## config.mk

```make
export PLATFORM = sky130hd
export DESIGN_NAME = pc_src_select_reg
export DESIGN_NICKNAME = d
export VERILOG_FILES = /design/src/rtl/pc_src_select_reg.sv
export SDC_FILE = /design/constraint.sdc
export NUM_CORES = 1
export LEC_CHECK = 0
export CORE_AREA = 2 2 144 146
export CTS_CLUSTER_DIAMETER = 50
export DETAILED_ROUTE_END_ITERATION = 10
export DIE_AREA = 0 0 146 148
export SYNTH_ARGS = -nofsm -noshare
export SYNTH_HDL_FRONTEND = slang
export SYNTH_SLANG_ARGS = --single-unit
export TNS_END_PERCENT = 5
```

## constraint.sdc

```tcl
create_clock -name clk -period 2.8 [get_ports clk]
set_clock_uncertainty 0.05 [all_clocks]
set_input_delay 0.56 -clock clk [delete_from_list [all_inputs] [get_ports clk]]
set_output_delay 0.56 -clock clk [all_outputs]
set_load 0.01 [all_outputs]
```

## src/rtl/pc_src_select_reg.sv

```systemverilog
// Registered next-PC source selector: loads pc from one of NUM_SRC slots each cycle,
// with stall hold, flush redirect, illegal-select logging and a post-reset valid flag.
module pc_src_select_reg #(
    parameter int              WIDTH     = 32,
    parameter int              NUM_SRC   = 8,
    parameter int              SEL_W     = 3,
    parameter int              SEQ_IDX   = 2,
    parameter int              INC       = 4,
    parameter logic [WIDTH-1:0] RESET_VAL = 32'h0040_0000,
    parameter int              CNT_W     = 8
) (
    input  logic                     clk,
    input  logic                     rst,
    input  logic [SEL_W-1:0]         sel,
    input  logic [NUM_SRC*WIDTH-1:0] src_flat,
    input  logic                     stall,
    input  logic                     flush,
    input  logic [WIDTH-1:0]         flush_addr,
    output logic [WIDTH-1:0]         pc,
    output logic [WIDTH-1:0]         pc_seq,
    output logic                     pc_valid,
    output logic [SEL_W-1:0]         last_sel,
    output logic                     sel_err,
    output logic [CNT_W-1:0]         err_cnt
);

    if (NUM_SRC < 2 || SEQ_IDX >= NUM_SRC || (1 << SEL_W) < NUM_SRC || CNT_W < 1) begin : g_param_check
        $error("pc_src_select_reg: illegal parameter combination");
    end

    localparam logic [SEL_W:0] NUM_SRC_EXT = (SEL_W+1)'(NUM_SRC);

    logic             sel_illegal;
    logic [WIDTH-1:0] src_pick;

    assign pc_seq      = pc + WIDTH'(INC);
    assign sel_illegal = ({1'b0, sel} >= NUM_SRC_EXT);

    // Every slot is read, then the sequential slot is overridden with pc + INC.
    always_comb begin
        src_pick = '0;
        for (int unsigned k = 0; k < NUM_SRC; k++) begin
            if (sel == SEL_W'(k)) src_pick = src_flat[k*WIDTH +: WIDTH];
        end
        if (sel == SEL_W'(SEQ_IDX)) src_pick = pc_seq;
    end

    always_ff @(posedge clk) begin
        if (rst) begin
            pc       <= RESET_VAL;
            pc_valid <= 1'b0;
            last_sel <= '0;
            sel_err  <= 1'b0;
            err_cnt  <= '0;
        end else if (flush) begin
            pc       <= flush_addr;
            pc_valid <= 1'b1;
        end else if (stall) begin
            pc       <= pc;
        end else if (sel_illegal) begin
            sel_err <= 1'b1;
            if (err_cnt != '1) err_cnt <= err_cnt + 1'b1;
        end else begin
            pc       <= src_pick;
            last_sel <= sel;
            pc_valid <= 1'b1;
        end
    end

endmodule

```

Yosys cells after proc, flatten, opt, wreduce, memory -nomap -nowiden
Index checks and enable logic that the tools add are counted.
Storage, ports and cells
  bits in registers: 36
  input port bits: 295
  output and inout bits: 77
  memory bits (read-only): 0
  memories kept: 0
  RAM bits: 0
  word-level logic and storage cells: 28
  bits in latches: 0
Operators by class
  divide/modulo/power cells: 0
  muxes and demuxes: 12
  multiply operators: 0
  add/sub/neg operators: 1
  bitwise gates (word level): 2
  reductions and logical operators: 2
  $lt $le $gt $ge: 0
  shift-type cells: 0
  equal/unequal tests: 8
Operator list (count)
  $mux 32: 10
  $add 32x3->32 const B: 1
  $eq 3x3->1 const B: 4
  $eq 3x2->1 const B: 2
  $eq 3x1->1 const B: 1
  $logic_not 3->1: 1
  $mux 1: 2
  $ne 2x1->1 const B: 1
  $not 1->1: 2
  $reduce_and 2->1: 1

Longest topological paths before layout
  word-level depth: 11
  mapped depth: 10

Worst setup path before layout
No wires, ideal clock.
  kind: reg2out
  from: reg pc[3]
  to: out pc_seq[28]
  arrival: 1791 ps
  path slack: 399 ps
  cell stages (with the launch flop): 7
  path through: dfxtp_1 ha_1 and2_2 nand4_4 or3_4 nor2_4 xnor2_1
Between the ends
  cells in the longest elaborated chain, start to end: 1
Ends and longest elaborated chain
  start: declaration: RTL line 19  | output logic [WIDTH-1:0] pc,
  start signal: assignment: RTL line 56  | pc <= flush_addr;
  start signal: assignment: RTL line 59  | pc <= pc;
  start signal: assignment: RTL line 64  | pc <= src_pick;
  $add 32x3->32: RTL line 36  | assign pc_seq = pc + WIDTH'(INC);
  end: declaration: RTL line 20  | output logic [WIDTH-1:0] pc_seq,
No other way between the ends.

Worst setup path in the final report
  from: reg pc[9]
  to: out pc_seq[18]
Same word-level chain as after synthesis.

==> impl_metrics.py <==
metrics = {
    "outcome": {
        "status": "finished clean",
    },
    "synth": {
        "yosys.area.top_type": "dfxtp_1",
        "syn_avg_cell_area_um2": 7.533,
        "synth_cell_type_count": 76,
        "synth_edf_count": 0,
        "synthTopCellsByArea": "dfxtp_1, mux2_2, a21oi_1, mux2i_1, mux4_2",
        "synth_top_flop_cell": "dfxtp_1",
        "synthCells": 624,
        "synth-async-reset-ratio_pct": 0,
        "synth-seq-cells": 36,
        "ys_seq_area_share_pct": 15.33,
        "synth_top_area_share_pct": 15.33,
        "synthesis.area_um2": 4701,
        "synth_warnings": 0,
    },
    "cts": {
        "cts_tree": "yes",
        "cts_sinks": 36,
        "cts.path.max_buffers": 2,
        "cts.htree.levels": 2,
        "ctsHoldBuffers": 0,
        "numCtsBuffers": 5,
        "root_buffer": "clkbuf_16",
        "clkTransAtPathRegs_ns": 0.05,
        "insertion_delay_ns": 0.29,
    },
    "placed_design": {
        "io_buffer_count": 330,
        "hpwl_um": 22340,
        "place_inst": 1231,
        "finalWeightedCongestion": 0.8801,
    },
    "cells_and_area": {
        "final_cells": 1244,
        "num-fill-cells": 2085,
        "drive_gt1_share_pct": 17.18,
        "layout.nets": 1267,
        "areaGrowthSynthToFinish_pct": 85.95,
    },
    "grt": {
        "grt_overflow": 0,
        "met3_usage_pct": 4.259,
        "busiest_layer": "met2",
        "grt_pass1_wl_um": 39030,
        "use_met2_pct": 40.59,
        "grt_use_met1_pct": 31.77,
        "antenna_found_initial": 2,
        "grt_max_degree": 43,
        "grt.total_usage_pct": 23.76,
        "grt_pass1_vias": 6244,
    },
    "power": {
        "vdd_drop_max_uv": 253.3,
        "seqPwrFrac_pct": 24.7,
        "switchingPower_w": 0.0008093,
        "total_leakage_power_nw": 3.452,
        "finalPower_w": 0.002431,
        "clkPwrFrac_pct": 24.0,
        "switching_share_pct": 33.29,
        "pwr-share-comb_pct": 51.2,
        "pwr_density_cell_nw_per_um2": 278.1,
        "intPower_w": 0.001622,
    },
    "drt": {
        "dr_total_vias": 6331,
        "drt_wl_total_um": 26610,
        "drt_pass1_iterations": 5,
        "vias_per_cell": 5.089,
        "drtIter0Drc": 367,
        "drcViolationCount": 0,
        "wire_per_inst_um": 21.39,
        "ant_nets": 0,
    },
    "flow_run": {
        "maxCapViolCount": 0,
    },
    "setup_path": {
        "cp_slowest_cell": "clkdlybuf4s50_1",
        "slowest_delay_ns": 0.57,
        "crit_required_ns": 2.19,
        "start_kind": "flop",
        "cp_max_fo": 5,
        "path_cells": "nand4_4 > nor3_4 > nand4_1 > xnor2_2 > clkdlybuf4s50_1",
        "reg2reg_slack_ns": 0.70,
        "cp_data_arrival_time_ns": 2.16,
        "worstSetupPathType": "reg -> out",
        "cp-end-kind": "primary output",
    },
    "die": {
        "pin_count": 372,
        "core_region_area_um2": 20040,
        "dieArea_um2": 21610,
        "rows": 52,
        "dieWidth_um": 146,
        "initial_core_util_pct": 23.46,
        "die_h_um": 148,
    },
    "sta": {
        "setup_viol": 0,
        "slew_headroom_pct": 52.35,
        "fin_crit_sh_pct": 98.79,
        "fin_tns_setup_ns": 0,
        "tightestPinTransition_ns": 0.7073,
        "slew_viol_final": 0,
        "fmax_mhz": 361.5,
        "fin_crit_ns": 2.766,
        "hold_viol_final": 0,
    },
    "min_path": {
        "hp-class": "reg -> reg",
    },
}
==> worst max-delay path: cells and delay by family, from the launching register on <==
kind                      cells  cell delay [ns]
xor gates and xnor gates      1             0.24
buffers and inverters         1             0.57
DFF                           1             0.39
and+or+nand+nor               3             0.67
==> cell usage in the layout, fill, tap and decap left out, types with 5 or more instances in the layout <==
master	count
clkdlybuf4s50_1	308
buf_4	73
a21oi_1	56
nand2_1	54
nor2_1	54
o21ai_0	39
dfxtp_1	31
mux2_2	27
mux2i_1	26
o22ai_1	21
inv_1	19
a221oi_1	17
xnor2_1	15
nor3_1	13
a211oi_1	13
dlygate4sd2_1	13
nand3_1	12
mux4_2	11
a22oi_1	10
nand4_1	9
conb_1	9
nand2b_1	8
a31oi_1	7
o221ai_1	7
xor2_1	6
o32ai_1	6
o211ai_1	6
clkbuf_16	5
dlymetal6s2s_1	5
dfxtp_2	5
==> synthesized netlist by cell type (all sizes together) (8+ instances only) <==
cell type / number
a211oi: 13
a21oi: 56
a221oi: 18
a22oi: 10
buf: 51
clkbuf: 19
dfxtp: 36
inv: 19
mux2: 28
mux2i: 26
mux4: 11
nand2: 54
nand2b: 8
nand3: 13
nand4: 13
nor2: 61
nor3: 17
o21ai: 41
o22ai: 21
xnor2: 19
xor2: 8
==> power by group through the flow <==
| stage | clock [W] | sequential, W | combinational (W) |
|---|---|---|---|
| 3_3_place_gp | 0 | 0.000607 | 0.00124 |
| 5_1_grt | 0.000610 | 0.000607 | 0.00133 |
| 4_1_cts | 0.000592 | 0.000601 | 0.00125 |
| 2_1_floorplan | 0 | 0.000629 | 0.000478 |
| 6_report | 0.000584 | 0.000602 | 0.00125 |
| 3_5_place_dp | 0 | 0.000607 | 0.00125 |
==> flip-flops by register name (all words and copies together) (netlist names) <==
| name | flops |
|---|---|
| pc | 32 |
| last_sel | 3 |
| pc_valid | 1 |
==> cell families after synthesis <==
logic type	after synthesis	synth area share, %
AND/OR/NAND/NOR	197	22.46
adder cells (fa/ha/maj)	1	0.2661
flip-flops	36	15.33
multiplexers	65	17.51
XOR/XNOR	27	5.190
buffers and inverters	89	10.17
AO/OA/AOI/OAI	208	28.99
other	1	0.07977
==> path summary, 6_finish.rpt <==
kind | start | cells past startpoint | end
hold reg to reg | last_sel[1] | 2 | last_sel[1]
hold / removal | last_sel[1] | 2 | last_sel[1]
setup reg to reg | pc[7] | 8 | pc[29]
setup / recovery | pc[9] | 5 | pc_seq[18]
==> what timing repair did <==
action                                  CTS  global route
pin swaps                                 2             3
gates resized for setup                  31             9
endpoints found under the setup margin   19             6
setup buffers                             0             3
==> through the flow <==
stage	utilization [%]	hold slack (ns)	setup WS [ns]	cell area (µm²)
after floorplan	-	0.4305	0.3988	4731
after global placement	42.32	0.3927	0.06332	8481
after detailed placement	42.32	0.3997	0.02207	8481
after CTS	43.32	0.4143	-0.1167	8681
after global routing	43.61	0.4355	-0.04833	8738
final	43.62	0.4136	0.03402	8741
==> final cells by class <==
| cell class | instances | area (µm²) | share of cell area (%) |
|---|---|---|---|
| Multi-Input combinational cell | 507 | 3613 | 41.34 |
| Sequential cell | 36 | 726.9 | 8.317 |
| Tap cell | 270 | 337.8 | 3.865 |
| Timing Repair Buffer | 402 | 3837 | 43.90 |
| Clock buffer | 6 | 138.9 | 1.589 |
| Inverter | 19 | 71.32 | 0.8159 |
| Antenna cell | 2 | 5.005 | 0.05726 |
| Clock inverter | 2 | 10.01 | 0.1145 |
==> per-layer routing <==
metal	share of wire, %	routed length (µm)
met5	0	0
met4	1.1	284
met3	6.3	1668
met2	49	13020
met1	44	11640
(Power assumes the default switching activity.)
